**src/rtl/jtvigil_romarb.sv**
```systemverilog
// Three-way SDRAM ROM arbiter: scroll-1, scroll-2 and sprites each own a one-word cache.
// A miss is fetched through a single outstanding request slot, granted round-robin.
module jtvigil_romarb #(
  parameter logic [21:0] SCR1_OFFSET = 22'h00000,
  parameter logic [21:0] SCR2_OFFSET = 22'h20000,
  parameter logic [21:0] OBJ_OFFSET  = 22'h60000
) (
  input  logic        clk,
  input  logic        rst_n,

  input  logic        scr1_cs,
  input  logic [16:0] scr1_addr,
  output logic        scr1_ok,
  output logic [31:0] scr1_data,

  input  logic        scr2_cs,
  input  logic [17:0] scr2_addr,
  output logic        scr2_ok,
  output logic [31:0] scr2_data,

  input  logic        obj_cs,
  input  logic [17:0] obj_addr,
  output logic        obj_ok,
  output logic [31:0] obj_data,

  output logic        sdram_req,
  output logic [21:0] sdram_addr,
  input  logic        sdram_ack,
  input  logic        sdram_dst,
  input  logic [31:0] sdram_din
);

  typedef enum logic [1:0] {IDLE, WAIT_ACK, WAIT_DST} state_t;

  state_t      state_reg, state_next;
  logic        sdram_req_reg, sdram_req_next;
  logic [21:0] sdram_addr_reg, sdram_addr_next;
  logic [1:0]  grant_reg, grant_next;
  logic [1:0]  last_grant_reg, last_grant_next;
  logic [17:0] addr_lat_reg, addr_lat_next;
  logic        fill;

  // scr1 is widened to 18 bits so all entries share one tag width
  logic [2:0]  cs_vec;
  logic [17:0] addr_vec   [3];
  logic [21:0] offset_vec [3];
  logic [31:0] data_vec   [3];
  logic [2:0]  hit;
  logic [2:0]  pending;

  assign cs_vec        = {obj_cs, scr2_cs, scr1_cs};
  assign addr_vec[0]   = {1'b0, scr1_addr};
  assign addr_vec[1]   = scr2_addr;
  assign addr_vec[2]   = obj_addr;
  assign offset_vec[0] = SCR1_OFFSET;
  assign offset_vec[1] = SCR2_OFFSET;
  assign offset_vec[2] = OBJ_OFFSET;

  genvar gi;
  generate
    for (gi = 0; gi < 3; gi++) begin : g_cache
      logic        valid_reg;
      logic [17:0] tag_reg;
      logic [31:0] data_reg;

      always_ff @(posedge clk) begin
        if (!rst_n) begin
          valid_reg <= 1'b0;
          tag_reg   <= '0;
          data_reg  <= '0;
        end else if (fill && grant_reg == 2'(gi)) begin
          valid_reg <= 1'b1;
          tag_reg   <= addr_lat_reg;
          data_reg  <= sdram_din;
        end
      end

      assign hit[gi]      = cs_vec[gi] & valid_reg & (tag_reg == addr_vec[gi]);
      assign pending[gi]  = cs_vec[gi] & ~hit[gi];
      assign data_vec[gi] = data_reg;
    end
  endgenerate

  function automatic logic [1:0] wrap_inc(input logic [1:0] v);
    return (v == 2'd2) ? 2'd0 : v + 2'd1;
  endfunction

  // Search starts just after the last granted index
  logic [1:0] pick;
  logic [1:0] cand;
  logic       any_pending;

  always_comb begin
    pick        = 2'd0;
    cand        = last_grant_reg;
    any_pending = 1'b0;
    for (int k = 0; k < 3; k++) begin
      cand = wrap_inc(cand);
      if (!any_pending && pending[cand]) begin
        any_pending = 1'b1;
        pick        = cand;
      end
    end
  end

  always_comb begin
    state_next      = state_reg;
    sdram_req_next  = sdram_req_reg;
    sdram_addr_next = sdram_addr_reg;
    grant_next      = grant_reg;
    last_grant_next = last_grant_reg;
    addr_lat_next   = addr_lat_reg;
    fill            = 1'b0;
    case (state_reg)
      IDLE: begin
        if (any_pending) begin
          grant_next      = pick;
          addr_lat_next   = addr_vec[pick];
          sdram_addr_next = offset_vec[pick] + {4'd0, addr_vec[pick]};
          sdram_req_next  = 1'b1;
          state_next      = WAIT_ACK;
        end
      end
      WAIT_ACK: begin
        // a dst coinciding with ack belongs to nothing yet and is dropped
        if (sdram_ack) begin
          sdram_req_next = 1'b0;
          state_next     = WAIT_DST;
        end
      end
      WAIT_DST: begin
        if (sdram_dst) begin
          fill            = 1'b1;
          last_grant_next = grant_reg;
          state_next      = IDLE;
        end
      end
      default: state_next = IDLE;
    endcase
  end

  always_ff @(posedge clk) begin
    if (!rst_n) begin
      state_reg      <= IDLE;
      sdram_req_reg  <= 1'b0;
      sdram_addr_reg <= '0;
      grant_reg      <= 2'd0;
      last_grant_reg <= 2'd2;
      addr_lat_reg   <= '0;
    end else begin
      state_reg      <= state_next;
      sdram_req_reg  <= sdram_req_next;
      sdram_addr_reg <= sdram_addr_next;
      grant_reg      <= grant_next;
      last_grant_reg <= last_grant_next;
      addr_lat_reg   <= addr_lat_next;
    end
  end

  assign sdram_req  = sdram_req_reg;
  assign sdram_addr = sdram_addr_reg;
  assign scr1_ok    = hit[0];
  assign scr2_ok    = hit[1];
  assign obj_ok     = hit[2];
  assign scr1_data  = data_vec[0];
  assign scr2_data  = data_vec[1];
  assign obj_data   = data_vec[2];

endmodule

```
**config.mk**
```make
export PLATFORM = sky130hd
export DESIGN_NAME = jtvigil_romarb
export DESIGN_NICKNAME = d
export VERILOG_FILES = /design/src/rtl/jtvigil_romarb.sv
export SDC_FILE = /design/constraint.sdc
export NUM_CORES = 1
export LEC_CHECK = 0
export BUFFER_PORTS_ARGS = -buffer_cell sky130_fd_sc_hd__buf_2
export CAP_MARGIN = 20
export CORE_MARGIN = 1.5
export CORE_UTILIZATION = 23
export CTS_CLUSTER_SIZE = 12
export DETAILED_ROUTE_END_ITERATION = 10
export PLACE_DENSITY = 0.54
export SLEW_MARGIN = 10
export SYNTH_ARGS = -nofsm -noshare
export SYNTH_HDL_FRONTEND = slang
export SYNTH_SLANG_ARGS = --single-unit
```
**constraint.sdc**
```tcl
create_clock -name clk -period 7 [get_ports clk]
set_input_delay 1.4 -clock clk [delete_from_list [all_inputs] [get_ports clk]]
set_output_delay 1.4 -clock clk [all_outputs]
set_load 0.02 [all_outputs]
```
==> results.yml <==
yosys:
  synthCells: 932
  yosysUniqueCellTypes: 41
  synth.cell_area_sq_um: 7470
  async_flop_share_pct: 0
  ys_seq_area_share_pct: 48.5
  synth_seq_cells: 181
  ys.flop_type: "dfxtp_1"
  synth_warnings: 0
  synth_edf_count: 0
  avgSynthCellArea_sq_um: 8.02
sta:
  setup_tns_ns: 0
  period_needed_ns: 4.12
  hold-worst-slack_ns: 0.450
  period_share_pct: 58.9
  fmax_mhz: 243
  setup_ws_ns: 2.88
  hold_viol_final: 0
  setup_viol: 0
  rsz0062_at_grt: "false"
  drv_slew: 0
  worst_slew_pin_slew_ns: 0.926
  skew_ns: 0.00827
  slew_headroom_pct: 38.3
placed_design:
  place_area_sq_um: 8800
  portBuffers: 211
  dp_cells: 1511
  post-place-ws_ns: 2.51
  globalplace.congestion: 0.839
  place_hpwl_um: 17500
global_route:
  antenna_found_initial: 1
  grt_first_pass_wirelength_um: 38300
  grt_overflow: 0
  grt.total_usage_pct: 15.1
  grt_max_degree: 86
  grt_pass1_vias: 6589
clock_network:
  clk_pin_slew_ns: 0.06
  cts_buffers: 17
  ctsHtreeMaxLevel: 4
  cts.sinks: 181
  cts_root_buffer: "clkbuf_16"
  hold_buffers: 0
  cts_resized: 0
  cts.path.max_buffers: 2
  cts_tree: "built"
  postCtsSetupBuffers: 0
  clk_latency_ns: 0.44
drt:
  firstDrtPassIters: 5
  routed_wirelength_um: 25300
  vias_per_cell: 4.42
  first_iter_violations: 456
  wl_met2_um: 11800
  num_vias: 6823
  routedWlPerCell_um: 16.4
  drc_errors: 0
  wl_met3_um: 2090
  ant_nets: 0
  routed.top_layer: "met4"
  drt-met1-wl_um: 11200
floorplan:
  ios: 214
  core_sq_um: 31800
  die_x_um: 183
  start_util_pct: 23.5
  die_h_um: 183
  core.rowCount: 65
  dieArea_sq_um: 33600
finish:
  largest_reg_flops: 54
  mostFrequentLayoutCells: "nand2_1 (305), buf_2 (211), dfxtp_1 (181)"
  fin_cells: 1544
  nets: 1190
  stdcell_area_sq_um: 9380
  drive_gt1_share_pct: 24.9
  layout_commonest_cell: "nand2_1"
  area_growth_pct: 25.6
power_and_ir_drop:
  power.density_nw_per_um2: 238
  p_leak_nw: 3.85
  peakVddDrop_mv: 0.157
setup_path:
  r2r_start: "g_cache[1].tag_reg[0]$_SDFFE_PN0P_"
  required_ns: 5.60
  crit_path_end_kind: "primary output"
  critPathArrivalTime_ns: 2.72
  startpoint: "obj_addr[12]"
  crit_fanout: 3
  start_kind: "primary input"
  path_class: "in -> out"
status:
  status: "completed"
run:
  timing.max_cap.violations: 0
min_path:
  hp-class: "reg -> reg"
  hp-start: "obj_data[2]$_SDFFE_PN0P_"
where the power goes:
part	internal, W	switching [W]	leakage [nW]
Clock	0.000531	0.000422	0.280
Sequential	0.00105	0.0000252	1.46
Combinational	0.0000686	0.000132	2.11
final cells by class:
type | instances | area [sq um]
timing repair buffer | 224 | 1150
inverter | 7 | 28.8
tap | 435 | 544
clock buffer | 23 | 488
multi-input combinational | 664 | 3450
antenna | 1 | 2.50
clock inverter | 9 | 93.8
sequential | 181 | 3620
fill | 3408 | 22400
synth_stat cells, types with 5 or more instances:
master,n,share of area (%)
xor2_1,43,5.0
buf_2,5,0.33
nor4_1,15,1.3
o211ai_2,10,1.7
inv_1,7,0.35
mux2i_1,20,2.7
nand3_1,37,2.5
a21oi_1,155,10
dfxtp_1,181,49
nor2_1,22,1.1
clkbuf_1,54,2.7
nand2_1,307,15
xnor2_1,10,1.2
buf_4,19,1.9
o211ai_1,8,0.80
logic make-up after synthesis:
kind of cell	count (synthesis)	synth area share (%)
AO/OA/AOI/OAI	185	14.1
buffers and inverters	88	5.76
other	1	0.0502
flip-flops	181	48.5
XOR/XNOR	53	6.21
AND/OR/NAND/NOR	400	22.1
adder cells (fa/ha/maj)	3	0.502
multiplexers	21	2.83
path summary, 6_finish.rpt:
path	slack (ns)	depth (start not counted)	endpoint
setup / recovery	2.88	6	obj_ok
hold / removal	0.45	2	obj_data[2]$_SDFFE_PN0P_
setup reg to reg	3.72	7	sdram_addr[5]$_SDFFE_PN0P_
hold reg to reg	0.45	2	obj_data[2]$_SDFFE_PN0P_
routing by layer:
| layer | vias up | GRT usage (%) |
|---|---|---|
| li1 | 3386 | - |
| met1 | 3175 | 19.0 |
| met2 | 245 | 24.8 |
| met3 | 17 | 4.83 |
| met4 | 0 | 4.30 |
| met5 | - | 0 |
worst max-delay path, stage by stage:
cell,delay (ns)
buf_2,0.12
xor2_1,0.14
nor4_1,0.41
nand4_1,0.23
nor2_1,0.21
buf_2,0.20
through the flow:
step | power, W | utilization (%)
after floorplan | 0.00122 | -
after global placement | 0.00130 | 27.7
after detailed placement | 0.00130 | 27.7
after CTS | 0.00226 | 29.5
after global routing | 0.00232 | 29.5
final | 0.00223 | 29.5
Power figures use the tool's default switching activity.
